--- src/rtl/reg_file_wb.sv ---
// Purpose: 32-entry register file with a one-entry write-back buffer and two forwarding read ports.
// Latency: reads are combinational; a write is visible on the read ports the next cycle and reaches the array one cycle after that.
// Backpressure: none; one write per cycle is always accepted and the buffer never fills.
module reg_file_wb #(
    parameter int DATA_W   = 32,
    parameter bit ZERO_REG = 1'b1
) (
    input  logic              clk,
    input  logic              rst_n,
    input  logic [4:0]        rs_addr,
    input  logic [4:0]        rt_addr,
    output logic [DATA_W-1:0] rs_data,
    output logic [DATA_W-1:0] rt_data,
    input  logic              wr_en,
    input  logic [4:0]        wr_addr,
    input  logic [DATA_W-1:0] wr_data,
    output logic              pend_valid,
    output logic [4:0]        pend_addr
);

    typedef struct packed {
        logic              vld;
        logic [4:0]        addr;
        logic [DATA_W-1:0] dat;
    } pend_t;

    logic [DATA_W-1:0] regs [32];
    pend_t             pend_q;
    pend_t             pend_d;
    logic              wr_drop;

    // A write to register 0 is discarded when register 0 is hardwired to zero.
    assign wr_drop = ZERO_REG && (wr_addr == 5'd0);

    // Next buffer contents: a live write loads it, otherwise it empties to all-zero
    // so pend_addr reads 0 whenever nothing is pending.
    always_comb begin
        pend_d = '0;
        if (wr_en && !wr_drop) begin
            pend_d.vld  = 1'b1;
            pend_d.addr = wr_addr;
            pend_d.dat  = wr_data;
        end
    end

    // Pending buffer register; reset discards any uncommitted write.
    always_ff @(posedge clk or negedge rst_n) begin
        if (!rst_n) begin
            pend_q <= '0;
        end else begin
            pend_q <= pend_d;
        end
    end

    // Array commit from the buffer, on the same edge that may refill the buffer.
    always_ff @(posedge clk or negedge rst_n) begin
        if (!rst_n) begin
            for (int i = 0; i < 32; i++) begin
                regs[i] <= '0;
            end
        end else if (pend_q.vld) begin
            regs[pend_q.addr] <= pend_q.dat;
        end
    end

    // Read ports: zero register first, then forward from the buffer, else the array.
    always_comb begin
        rs_data = regs[rs_addr];
        if (ZERO_REG && (rs_addr == 5'd0)) begin
            rs_data = '0;
        end else if (pend_q.vld && (rs_addr == pend_q.addr)) begin
            rs_data = pend_q.dat;
        end

        rt_data = regs[rt_addr];
        if (ZERO_REG && (rt_addr == 5'd0)) begin
            rt_data = '0;
        end else if (pend_q.vld && (rt_addr == pend_q.addr)) begin
            rt_data = pend_q.dat;
        end
    end

    assign pend_valid = pend_q.vld;
    assign pend_addr  = pend_q.addr;

endmodule
--- config.mk ---
export PLATFORM = sky130hd
export DESIGN_NAME = reg_file_wb
export DESIGN_NICKNAME = d
export VERILOG_FILES = /design/src/rtl/reg_file_wb.sv
export SDC_FILE = /design/constraint.sdc
export NUM_CORES = 2
export LEC_CHECK = 0
export CORE_UTILIZATION = 26
export CTS_CLUSTER_SIZE = 10
export DETAILED_ROUTE_END_ITERATION = 8
export HOLD_SLACK_MARGIN = 0.08
export PLACE_DENSITY = 0.37
export SYNTH_ARGS = -nofsm -noshare
export SYNTH_HDL_FRONTEND = slang
export SYNTH_SLANG_ARGS = --single-unit
--- constraint.sdc ---
create_clock -name clk -period 3 [get_ports clk]
set_input_delay 0.6 -clock clk [delete_from_list [all_inputs] [get_ports clk]]
set_output_delay 0.6 -clock clk [all_outputs]
set_load 0.05 [all_outputs]
Word level (Yosys, flattened, before mapping)
Cells that the tools add are included.

Bits in registers: 1062. Bits in latches: 0. RAM bits: 0. Bits in read-only memories: 0. Output and inout port bits: 70. Word-level logic and storage cells: 66. Memories: 0.

Add/sub/neg operators: 0. $mul: 0. Divide/modulo/power cells: 0. Magnitude comparators: 4. Equality and inequality tests: 2. Shifts and indexed selects: 0. Multiplexer cells: 14. Bitwise logic cells: 3. Reductions and logical operators: 8.

Operators with widths (number): bitwise mux 1024 bit (1); binary-select mux 32 bit (select 5 bit) (2); two-way mux 32 bit (9); demux 32 bit (select 5 bit) (1); two-way mux 38 bit (1); greater-or-equal comparator 6 bit, second input constant (3); inverter 5 -> 6 bit (3); logical NOT 5 bit (3); == test 5 bit (2); less-than comparator 6 x 1 -> 1 bit, second input constant (1); logical AND 1 bit (4); logical NOT 1 bit (1).

Longest topological paths before layout
Depth in word-level cells: 6. Depth in mapped cells: 10.

Worst setup path before layout
Ideal clock, no wire load.

Kind: input -> output. From: in rs_addr[0]. To: out rs_data[15]. Data arrival time: 3.015 ns. Setup slack: -0.615 ns. Stages on the path: 8. Path through: buf_6 > buf_6 > buf_4 > buf_4 > a211oi_1 > a2111oi_0 > a221oi_1 > a211oi_1.

Word-level cells in the longest chain between the ends: 6.

Ends and longest elaborated chain: start, declared (RTL line 10) `input logic [4:0] rs_addr,`; inverter 5 -> 6 bit (implied by the code) (RTL line 68) `rs_data = regs[rs_addr];`; binary-select mux 32 bit (select 5 bit) (RTL line 68); two-way mux 32 bit (implied by the code) (2 in a row) (RTL line 68); two-way mux 32 bit (RTL line 71) `end else if (pend_q.vld && (rs_addr == pend_q.addr)) begin`; two-way mux 32 bit (*) (RTL line 69) `if (ZERO_REG && (rs_addr == 5'd0)) begin`; end, declared (RTL line 12) `output logic [DATA_W-1:0] rs_data,`.

Every way passes the cells marked *; elsewhere a longest branch is shown, timed or not. The select of a mux whose other input is x is not followed.

Worst setup path in the final report
From: reg pend_q (netlist bit pend_addr[0]). To: out rs_data[21].

Word-level cells in the longest chain between the ends: 4.

Ends and longest elaborated chain: start, declared (RTL line 28) `pend_t pend_q;`; start signal, assigned (RTL line 51) `pend_q <= pend_d;`; == test 5 bit (RTL line 71); logical AND 1 bit (RTL line 71); two-way mux 32 bit (RTL line 71); two-way mux 32 bit (RTL line 69).

Every way passes these cells.

==> results_dict.tcl <==
set metrics [dict create \
    fin_cells 7473 \
    syn2layout_area_growth_pct 29.2 \
    grtUsageTotal_pct 22.6 \
    pre_cts_ws_ns -0.967 \
    grt_max_degree 87 \
    crit_type "reg2out" \
    ys_warn_count 0 \
    clk_path_buf_depth 3 \
    ys_seq_elements 1062 \
    max_freq_mhz 264 \
    root_buffer "clkbuf_16" \
    peakVddDrop_mv 0.422 \
    grt_pass1_vias 41400 \
    placed_cell_area_sq_um 67400 \
    clk_pin_slew_ns 0.05 \
    tritoncts "yes" \
    rows 171 \
    ys_types 57 \
    leakage_nw 32.8 \
    htreeDepth 4 \
    cp_max_fo 7 \
    clock-sinks 1062 \
    final_nets 4575 \
    hold_class "in2async" \
    vias 39200 \
    hold_violations 0 \
    start_util_pct 26.2 \
    fp.dieH_microns 471 \
    synth_area_sq_um 57100 \
    cp-end-kind "primary output" \
    synth_async_sr_flop_share_pct 100 \
    drive_gt1_share_pct 57.0 \
    report.final.slew_viol_count 0 \
    clock_skew_ns 0.0226 \
    drt_pass1_iterations 5 \
    cts_buffers 138 \
    io_buffers 119 \
    period_share_pct 126 \
    placed_cells 7190 \
    worst_pin_slew_ns 1.04 \
    setup_violations 64 \
    syn_inst 4044 \
    core_sq_um 218000 \
    via_per_inst 5.24 \
    setup_ws_ns -0.785 \
    first_iter_violations 2803 \
    die_w_microns 471 \
    clock_latency_ns 0.79 \
    ant_nets 0 \
    antenna_found_initial 15 \
    place_congestion 0.795 \
    drv_cap 0 \
    synth_nets 4094 \
    ys_seq_area_share_pct 46.5 \
    max-slew-margin-rel_pct 28.6 \
    wirelength_microns 249000 \
    seqCellArea_sq_um 26600 \
    postSynthAreaPerCell_sq_um 14.1 \
    stdcell_area_sq_um 73800 \
    crit_path_start_kind "flip-flop" \
    fin_tns_setup_ns -35.79 \
    drc 0 \
    arrival_ns 3.19 \
    min_period_ns 3.79 \
    multi_input_area_sq_um 29800 \
    status "finished, violations left" \
    synth_top_flop_cell "dfrtp_1" \
    synth_edf_count 0 \
    wl_per_cell_microns 33.3 \
    fp.dieArea_sq_um 222000 \
    fillCellCount 21200 \
    grt_pass1_wl_microns 351000 \
    rsz0062_at_grt "yes" \
    ios 120 \
    violations "negative setup slack" \
    power_density_nw_per_um2 548 \
    grt-ovfl-total 0 \
    required_ns 2.40 \
    dp_hpwl_microns 164000 \
]
-- critical path: stages (launching register included) --
cell,delay [ns]
dfrtp_1,0.41
buf_12,0.15
xor2_4,0.19
nor3_4,0.07
and3b_2,0.24
or3_4,0.35
buf_12,0.19
o211ai_1,0.42
buf_4,0.22
buf_12,0.13
-- registers in the layout, indices dropped and copies added (netlist names) --
signal      count
pend_addr       5
regs         1024
pend_q         32
pend_valid      1
-- metal layers --
layer	wire length, microns	global-route usage, %	vias to the layer above
met5	12	0	-
met4	6900	6.23	2
met3	8680	2.79	272
met2	118000	36.4	916
met1	115000	31.7	21600
li1	-	-	16400
-- what timing repair did --
| action | 4_1_cts | 5_1_grt |
|---|---|---|
| buffers inserted | 45 | 23 |
| hold endpoints to repair | 25 | 0 |
| pin swaps | 57 | 48 |
| endpoints found under the setup margin | 89 | 64 |
| gates resized for setup | 279 | 79 |
| hold buffers | 1 | 0 |
| cloned | 4 | 1 |
-- final cells by class --
class	count	share of cell area (%)
Antenna cell	3	0.0102
Clock buffer	211	5.67
Clock inverter	20	0.220
Inverter	26	0.132
Multi-Input combinational cell	2529	40.4
Sequential cell	1062	36.0
Tap cell	2854	4.84
Timing Repair Buffer	768	12.7
-- placed cells by master, fill, tap and decap left out, drive strengths merged, types with 7 or more instances in the layout --
master,n
mux2i,149
nor4,8
nand3,39
clkbuf,216
dfrtp,1062
nor3,35
mux4,436
a221o,10
clkdlybuf4s50,43
a31oi,7
a211oi,18
o21ai,172
o22ai,84
a21oi,38
mux2,1074
a221oi,13
a2111oi,39
nand2,155
clkinv,16
buf,718
nor2,100
o211ai,12
nor2b,15
o221ai,8
and2,39
nand3b,10
inv,29
a22oi,11
-- per-stage QoR --
step	hold WS, ns	utilization (%)	power [mW]
after floorplan	0.304	-	20.8
after global placement	0.476	30.9	24.0
after detailed placement	0.486	30.9	24.1
after CTS	0.290	33.7	40.9
after global routing	0.343	33.9	42.1
final	0.317	33.9	40.4
-- power by group --
group          internal (mW)  total (mW)  switching, mW
Combinational           3.84        7.37           3.53
Sequential              15.7        16.8           1.08
Clock                   9.63        16.3           6.68
Total                   29.1        40.4           11.3
-- cells by family (layout without fill, tap and decap cells) --
kind of cell              after synthesis  in the layout  share of synthesized area, %
AOI/OAI and AO/OA                     424            424                          4.65
xor gates and xnor gates               10             10                         0.153
buffers and inverters                 453           1025                          4.06
DFF                                  1062           1062                          46.5
muxes                                1659           1659                          41.0
other                                   0              3                             0
and+or+nand+nor                       436            436                          3.60
-- path summary, 6_finish.rpt --
check                                            start                     to  slack (ns)  cells past startpoint
max in group asynchronous                        rst_n  regs[332]$_DFFE_PN0P_        1.64                      4
min in group clk                           wr_data[19]   pend_q[19]$_DFF_PN0_        0.37                      2
worst min register to register   regs[676]$_DFFE_PN0P_  regs[676]$_DFFE_PN0P_        0.49                      2
worst min-delay path                             rst_n  regs[346]$_DFFE_PN0P_        0.32                      2
worst max register to register  pend_addr[0]$_DFF_PN0_  regs[364]$_DFFE_PN0P_        0.22                      6
worst max-delay path            pend_addr[0]$_DFF_PN0_            rs_data[21]       -0.79                      9
-- cells in the mapped netlist, types with 26 or more instances --
| cell | number | share of area (%) |
|---|---|---|
| mux4_2 | 431 | 17 |
| a2111oi_0 | 39 | 0.60 |
| nor2_1 | 100 | 0.66 |
| nand3_1 | 39 | 0.34 |
| a21oi_1 | 38 | 0.33 |
| mux2i_1 | 149 | 2.6 |
| and2_1 | 39 | 0.43 |
| buf_2 | 111 | 0.97 |
| nand2_1 | 155 | 1.0 |
| o21ai_0 | 163 | 1.4 |
| buf_6 | 39 | 0.77 |
| dfrtp_1 | 1062 | 47 |
| mux2_2 | 1074 | 21 |
| o22ai_1 | 84 | 0.92 |
| clkbuf_1 | 225 | 1.5 |
| inv_1 | 26 | 0.17 |
| buf_4 | 34 | 0.45 |
| nor3_1 | 32 | 0.28 |
(Power assumes the default switching activity.)
